`src/rtl/stopwatch_display.sv`:
```
// Stopwatch time display: binary min:sec to BCD via a double-dabble FSM,
// then four-digit time-multiplexed seven-segment drive.
module stopwatch_display #(
  parameter int REFRESH_DIV = 50000
) (
  input  logic       clk,
  input  logic       rst,
  input  logic [6:0] minutes,
  input  logic [5:0] seconds,
  input  logic       blank,
  output logic [6:0] seg,
  output logic       dp,
  output logic [3:0] an,
  output logic       conv_busy
);

  localparam int DW = (REFRESH_DIV > 2) ? $clog2(REFRESH_DIV) : 1;
  localparam logic [DW-1:0] DIV_MAX = DW'(REFRESH_DIV - 1);

  typedef enum logic [1:0] {IDLE, CONV, COMMIT} state_t;

  state_t      state_q, state_d;
  logic [2:0]  step_q, step_d;
  logic [6:0]  last_min_q, last_min_d;
  logic [5:0]  last_sec_q, last_sec_d;
  logic [14:0] min_sr_q, min_sr_d;
  logic [14:0] sec_sr_q, sec_sr_d;
  logic [3:0]  d0_q, d0_d;
  logic [3:0]  d1_q, d1_d;
  logic [3:0]  d2_q, d2_d;
  logic [3:0]  d3_q, d3_d;
  logic [DW-1:0] div_q, div_d;
  logic [1:0]  idx_q, idx_d;
  logic        blank_q, blank_d;

  logic [6:0]  min_cap;
  logic [5:0]  sec_cap;
  logic [3:0]  digit;

  // {bcd_tens, bcd_ones, binary}: adjust nibbles then shift left one
  function automatic logic [14:0] dd_step(input logic [14:0] v);
    logic [14:0] t;
    t = v;
    if (t[10:7] >= 4'd5) t[10:7] = t[10:7] + 4'd3;
    if (t[14:11] >= 4'd5) t[14:11] = t[14:11] + 4'd3;
    return {t[13:0], 1'b0};
  endfunction

  function automatic logic [6:0] enc(input logic [3:0] d);
    logic [6:0] s;
    case (d)
      4'd0:    s = 7'b1000000;
      4'd1:    s = 7'b1111001;
      4'd2:    s = 7'b0100100;
      4'd3:    s = 7'b0110000;
      4'd4:    s = 7'b0011001;
      4'd5:    s = 7'b0010010;
      4'd6:    s = 7'b0000010;
      4'd7:    s = 7'b1111000;
      4'd8:    s = 7'b0000000;
      4'd9:    s = 7'b0010000;
      default: s = 7'b1111111;
    endcase
    return s;
  endfunction

  assign min_cap = (minutes > 7'd99) ? 7'd99 : minutes;
  assign sec_cap = (seconds > 6'd59) ? 6'd59 : seconds;

  always_comb begin
    state_d    = state_q;
    step_d     = step_q;
    last_min_d = last_min_q;
    last_sec_d = last_sec_q;
    min_sr_d   = min_sr_q;
    sec_sr_d   = sec_sr_q;
    d0_d       = d0_q;
    d1_d       = d1_q;
    d2_d       = d2_q;
    d3_d       = d3_q;
    blank_d    = blank;
    div_d      = div_q + 1'b1;
    idx_d      = idx_q;
    if (div_q == DIV_MAX) begin
      div_d = '0;
      idx_d = idx_q + 2'd1;
    end
    case (state_q)
      IDLE: begin
        if ({minutes, seconds} != {last_min_q, last_sec_q}) begin
          last_min_d = minutes;
          last_sec_d = seconds;
          min_sr_d   = {8'd0, min_cap};
          sec_sr_d   = {9'd0, sec_cap};
          step_d     = 3'd0;
          state_d    = CONV;
        end
      end
      CONV: begin
        min_sr_d = dd_step(min_sr_q);
        sec_sr_d = dd_step(sec_sr_q);
        step_d   = step_q + 3'd1;
        if (step_q == 3'd6) state_d = COMMIT;
      end
      COMMIT: begin
        d0_d    = sec_sr_q[10:7];
        d1_d    = sec_sr_q[14:11];
        d2_d    = min_sr_q[10:7];
        d3_d    = min_sr_q[14:11];
        state_d = IDLE;
      end
      default: state_d = IDLE;
    endcase
  end

  always_ff @(posedge clk) begin
    blank_q <= blank_d;
    if (rst) begin
      state_q    <= IDLE;
      step_q     <= '0;
      last_min_q <= '0;
      last_sec_q <= '0;
      min_sr_q   <= '0;
      sec_sr_q   <= '0;
      d0_q       <= '0;
      d1_q       <= '0;
      d2_q       <= '0;
      d3_q       <= '0;
      div_q      <= '0;
      idx_q      <= '0;
    end else begin
      state_q    <= state_d;
      step_q     <= step_d;
      last_min_q <= last_min_d;
      last_sec_q <= last_sec_d;
      min_sr_q   <= min_sr_d;
      sec_sr_q   <= sec_sr_d;
      d0_q       <= d0_d;
      d1_q       <= d1_d;
      d2_q       <= d2_d;
      d3_q       <= d3_d;
      div_q      <= div_d;
      idx_q      <= idx_d;
    end
  end

  always_comb begin
    digit = d0_q;
    case (idx_q)
      2'd0: digit = d0_q;
      2'd1: digit = d1_q;
      2'd2: digit = d2_q;
      2'd3: digit = d3_q;
      default: digit = d0_q;
    endcase
  end

  assign seg       = blank_q ? 7'b1111111 : enc(digit);
  assign an        = blank_q ? 4'b1111 : ~(4'b0001 << idx_q);
  assign dp        = blank_q | (idx_q != 2'd2);
  assign conv_busy = (state_q != IDLE);

endmodule

```
`config.mk`:
```
export PLATFORM = sky130hd
export DESIGN_NAME = stopwatch_display
export DESIGN_NICKNAME = d
export VERILOG_FILES = /design/src/rtl/stopwatch_display.sv
export SDC_FILE = /design/constraint.sdc
export NUM_CORES = 1
export LEC_CHECK = 0
export BUFFER_PORTS_ARGS = -buffer_cell sky130_fd_sc_hd__clkbuf_2
export CORE_MARGIN = 2
export CORE_UTILIZATION = 59
export CTS_BUF_LIST = sky130_fd_sc_hd__clkbuf_4
export DETAILED_ROUTE_END_ITERATION = 16
export GPL_TIMING_DRIVEN = 0
export PLACE_DENSITY_LB_ADDON = 0.05
export RECOVER_POWER = 25
export SETUP_SLACK_MARGIN = 0.3
export SKIP_LAST_GASP = 1
export SYNTH_ARGS = -nofsm -noshare
export SYNTH_HDL_FRONTEND = slang
export SYNTH_SLANG_ARGS = --single-unit
```
`constraint.sdc`:
```
create_clock -name clk -period 2.5 [get_ports clk]
set_input_delay 0.25 -clock clk [delete_from_list [all_inputs] [get_ports clk]]
set_output_delay 0.25 -clock clk [all_outputs]
set_load 0.05 [all_outputs]
```
## Word level (Yosys, flattened, before mapping)

Memories as Yosys holds them, arrays and structs flattened.
Cells that the tools add are included.

- Register bits: 83
- Output and inout bits: 13
- Word-level logic and storage cells: 67
- Bits in read-only memories: 112
- Input bits: 16
- Memories: 1

- Shift-type cells: 1
- Add/subtract/negate cells: 7
- Multiplexer cells: 18
- Reductions and logical operators: 8
- Eq/ne operators: 11
- Magnitude comparators: 6
- Bitwise operators: 2

Memories:

| memory | words | bits a word | read ports | clocked after memory_dff | wr ports | line | text |
|---|---|---|---|---|---|---|---|
| (no name shown) | 16 | 7 | 1 | 0 | 0 | 51 | `case (d)` |

Operator list:

| operator | count |
|---|---|
| $pmux W15 S2 | 2 |
| $mux W15 | 2 |
| $add A16 B1 Y16 const B | 1 |
| $eq A16 B16 Y1 const B | 1 |
| $ge A4 B3 Y1 const B | 4 |
| $pmux W4 S4 | 1 |
| $mux W7 | 2 |
| $ne A13 B13 Y1 | 1 |
| $mux W4 | 3 |
| $mux W3 | 3 |
| $add A4 B2 Y4 const B | 2 |
| $gt A7 B7 Y1 const B | 1 |
| $add A3 B2 Y3 const B | 2 |
| $eq A2 B2 Y1 const B | 3 |
| $gt A6 B6 Y1 const B | 1 |
| $mux W6 | 1 |
| $ne A2 B2 Y1 const B | 3 |
| $pmux W3 S2 | 1 |
| $reduce_and A2 Y1 | 3 |
| $eq A2 B1 Y1 const B | 2 |
| $logic_not A2 Y1 | 2 |
| $mux W2 | 2 |
| $not A4 Y4 | 1 |
| $pmux W2 S2 | 1 |
| 7 further kinds | 8 |

## Depth between registers and ports, before layout

- Depth in word-level cells: 4
- Gate-level depth with buffers: 10
- Gate-level depth less buffers: 10

## Least setup slack after synthesis

Ideal clock, no wire load.

- Path kind: reg-to-output
- Start point: reg idx_q[1]
- End point: out seg[2]
- Arrival time: 2506 ps
- Cell stages (with the launch flop): 9
- Path slack: -256 ps
- Data required time: 2250 ps
- Path buffers: 0
- Cells stage by stage: dfxtp_1 -> inv_1 -> ha_1 -> a222oi_1 -> a21oi_1 -> inv_1 -> ha_1 -> nand2_1 -> o21ai_0

- Longest elaborated chain between the ends: 4
- Elaborated cells between the ends (all ways): 7
- Those cells by class: eq/ne: 3; mux: 2; reduce/logical: 1; memory: 1

Ends and longest elaborated chain:

| what | line | text |
|---|---|---|
| start: declaration | 33 | `logic [1:0] idx_q, idx_d;` |
| start signal: assignment | 143 | `idx_q <= idx_d;` |
| $eq A2 B2 Y1 (tied with other cells) | 149 | `case (idx_q)` |
| $pmux W4 S4 * | 149 |  |
| $mem_v2 Z16 W7 * | n/a |  |
| $mux W7 * | 158 | `assign seg = blank_q ? 7'b1111111 : enc(digit);` |
| end: declaration | 11 | `output logic [6:0] seg,` |

Mark *: on every way between the ends. The rest lies on a longest branch, timed or not.

## Worst setup path in the final report

- Start point: reg idx_q[1]
- End point: out seg[1]

The elaborated chain is that of the path after synthesis.

==> flow_summary.ini <==
[timing]
grt_setup_unrepaired = yes
period_minus_slack_ns = 2.83
fin_worst_hold_slack_ns = 0.112
report.final.setup_viol = 7
timing.clock.skew_ns = 0.0128
hold_viol = 0
upper_clock_frequency_limit_mhz = 354
ratio_of_final_minimum_period_to_clock_period_pct = 113
timing_worst_slew_pin_value_ns = 0.664
worst_slack_ns = -0.329
drv_slew = 0
timing.max_slew.rel_slack_pct = 55.7

[finish]
layout.cells.most_common = sky130_fd_sc_hd__dfxtp_1
post_route_cells_drive_above_1_share_pct = 21.8
nNetsFinal = 566
areaGrowthSynthToFinish_pct = 19.8
antenna_cells = 0
final_cell_mix = 81 x sky130_fd_sc_hd__dfxtp_1, 71 x sky130_fd_sc_hd__nand2_1, 47 x sky130_fd_sc_hd__nor2_1

[clock_tree]
clk_path_buf_depth = 2
clock-root-buffer = sky130_fd_sc_hd__clkbuf_4
clock_tree.htree_level_count = 3
cts_tree = done
cts_made_buffers = 9
clk-insertion-delay-late_ns = 0.44
clk_pin_slew_ns = 0.13
clock_net_sink_count = 83

[floorplan]
io-pin-count = 29
core.rowCount = 30
floorplan.initialDensity_pct = 60.5
die_w_um = 87.2
die_area_sq_um = 7610
vert_die_dim_um = 87.2
fp.coreArea_sq_um = 6760

[synthesis]
synth_nets = 510
syn_inst = 475
synth.lib_cells_used.distinct = 55
synth_mux_area_share_pct = 1.25
synth_top_family_by_area = simple AND/OR/NAND/NOR gates
synth_top_flop_cell = sky130_fd_sc_hd__dfxtp_1
synth.yosys.seq_area_share_pct = 40.6
synth_fa_ha_area_share_pct = 5.82
synth_compound_area_share_pct = 18.0
synth-edff-count = 0
asr_flop_ratio_synth_pct = 0
ys_warn_count = 0
post_synth_xor_area_fraction_pct = 7.50
synth-seq-cells = 83
synth_area_sq_um = 4090
simple_gate_portion_of_the_synthesized_area_pct = 22.3
synth.avg_cell_area_sq_um = 8.61

[setup_path]
critical_path_cell_by_cell = inv_4 > ha_4 > a222oi_1 > a21oi_4 > inv_2 > ha_4 > o21ai_2 > a21o_2 > clkbuf_16
r2r.worst_path.cells = 6
timing.reg2reg.setup_slack_ns = 0.49
cp_slowest_cell = sky130_fd_sc_hd__a222oi_1
worst_path_most_repeated_cell = sky130_fd_sc_hd__ha_4
arrival_ns = 2.58
critical_path_required_ns = 2.25
timing.rr.end = last_min_q[6]
timing.critical_path.depth = 9
setup.worst_path.end_class = output pin
path_buf_inv = 3
crit_fanout = 4
start_kind = flop
cp_top_family = compound AO/OA/AOI/OAI gates
setup.worst_path.start = idx_q[1]
worst_path_largest_cell_delay_ns = 0.64
timing.rr.start = last_sec_q[4]
critical_path.endpoint = seg[1]
timing.setup.critical_path_class = reg -> out

[power]
static-leakage-power_nw = 1.86
worst_ir_drop_vdd_v = 0.000421
power_per_cell_area_nw_per_um2 = 518

[global_routing]
number_of_global_route_vias_before_repair = 3483
grt_start_max_net_pins = 15
groute.usage.overall_pct = 27.0
grt_pass1_wl_mm = 16.0
globalRoute.totalOverflow = 0
antenna_found_initial = 0

[routing]
dr_total_vias = 3616
drt-wirelength-per-cell_um = 15.6
route.met3.wl_um = 404
route.final.wire_length_mm = 9.62
drt.antenna.violating_nets = 0
dr.pass1.iters = 4
drc_errors = 0
avg_vias_per_cell = 5.87
m1_wire_length_mm = 4.31
detailedRoute.firstIterationViolations = 174
highest-signal-layer = met4
route.met2.wl_mm = 4.68

[run_status]
run_status = finished, violations left
failing_checks = setup timing

[place]
buffers_on_ports = 28
place_hpwl_mm = 6.41
finalWeightedCongestion = 0.861
placement_stage_worst_setup_slack_ns = -0.131

[job]
max_cap_violations = 0

[worst_hold_path]
holdCritPathClass = in -> reg
==> worst min-delay path, cell delays in order <==
cell	delay [ns]
sky130_fd_sc_hd__clkbuf_2	0.12
sky130_fd_sc_hd__nand3_1	0.07
sky130_fd_sc_hd__o211ai_1	0.07
==> cells in the mapped netlist (9+ instances only) <==
cell type / number / area share, %
sky130_fd_sc_hd__dfxtp_1: 83 / 41
sky130_fd_sc_hd__nand2_1: 72 / 6.6
sky130_fd_sc_hd__nor2_1: 48 / 4.4
sky130_fd_sc_hd__a21oi_1: 31 / 3.8
sky130_fd_sc_hd__xnor2_1: 24 / 5.1
sky130_fd_sc_hd__ha_1: 19 / 5.8
sky130_fd_sc_hd__inv_1: 18 / 1.7
sky130_fd_sc_hd__o21ai_0: 18 / 2.2
sky130_fd_sc_hd__clkbuf_1: 16 / 1.5
sky130_fd_sc_hd__nor4b_1: 13 / 2.8
sky130_fd_sc_hd__nand3_1: 12 / 1.5
sky130_fd_sc_hd__a31o_2: 11 / 2.4
sky130_fd_sc_hd__xor2_1: 11 / 2.4
sky130_fd_sc_hd__nand2b_1: 9 / 1.4
==> logic make-up (layout without fill, tap and decap cells) <==
family / Yosys count / after routing
simple gates: 186 / 186
compound gates: 105 / 105
flops: 83 / 83
buf+inv: 42 / 103
xor+xnor: 35 / 35
fa+ha+maj: 19 / 19
mux: 5 / 5
==> per-layer routing <==
layer	track usage, %	vias up
met3	5.88	23
met5	0	-
met4	10.6	0
met1	33.8	1727
li1	-	1782
met2	45.2	84
==> worst min-delay path by stage <==
stage / slack, ns / end / start / cells after the start
floorplan: 0.28 / blank_q / blank / 0
global placement: 0.35 / blank_q / blank / 1
detailed placement: 0.36 / blank_q / blank / 1
CTS: 0.09 / min_sr_q[3] / minutes[3] / 3
global route: 0.13 / min_sr_q[0] / minutes[0] / 2
finish: 0.11 / min_sr_q[3] / minutes[3] / 3
==> sequential cells by signal (all words and copies together), names as in the netlist <==
signal / cells
blank_q: 1
d0_q: 4
d1_q: 4
d2_q: 4
d3_q: 4
div_q: 16
idx_q: 2
last_min_q: 7
last_sec_q: 6
min_sr_q: 15
sec_sr_q: 15
state_q: 2
step_q: 3
==> through the flow <==
| step | setup TNS [ns] | util [%] | cell area [sq um] | cells | total power, mW |
|---|---|---|---|---|---|
| floorplan | 0 | - | 4120 | 475 | 1.60 |
| CTS | -0.927 | 71.3 | 4820 | 613 | 2.55 |
| finish | -1.90 | 72.5 | 4900 | 616 | 2.54 |
| global route | -2.41 | 72.5 | 4900 | 616 | 2.64 |
| global placement | -0.200 | 64.6 | 4360 | 583 | 1.67 |
| detailed placement | -0.363 | 64.6 | 4360 | 583 | 1.68 |
==> where the power goes <==
part / internal [mW] / total, mW / switching [mW]
Combinational: 0.113 / 0.274 / 0.161
Clock: 0.404 / 0.876 / 0.472
Sequential: 1.36 / 1.39 / 0.0271
Total: 1.88 / 2.54 / 0.661
==> cell type report <==
cell class / instances / area [sq um]
clock inverter: 7 / 92.6
clock buffer: 9 / 67.6
timing repair buffer: 45 / 352
inverter: 18 / 73.8
tap: 80 / 100
sequential: 83 / 1670
buffer: 24 / 120
multi-input combinational: 350 / 2420
fill: 506 / 1860
==> what timing repair did <==
item / in CTS / in global routing
setup endpoints to repair: 8 / 45
gates resized for setup: 48 / 20
pin swaps: 10 / 11
setup buffers: 13 / 3
hold endpoints to repair: 1 / 0
hold buffers: 1 / 0
No activity file was read; power rests on OpenSTA's default activity.
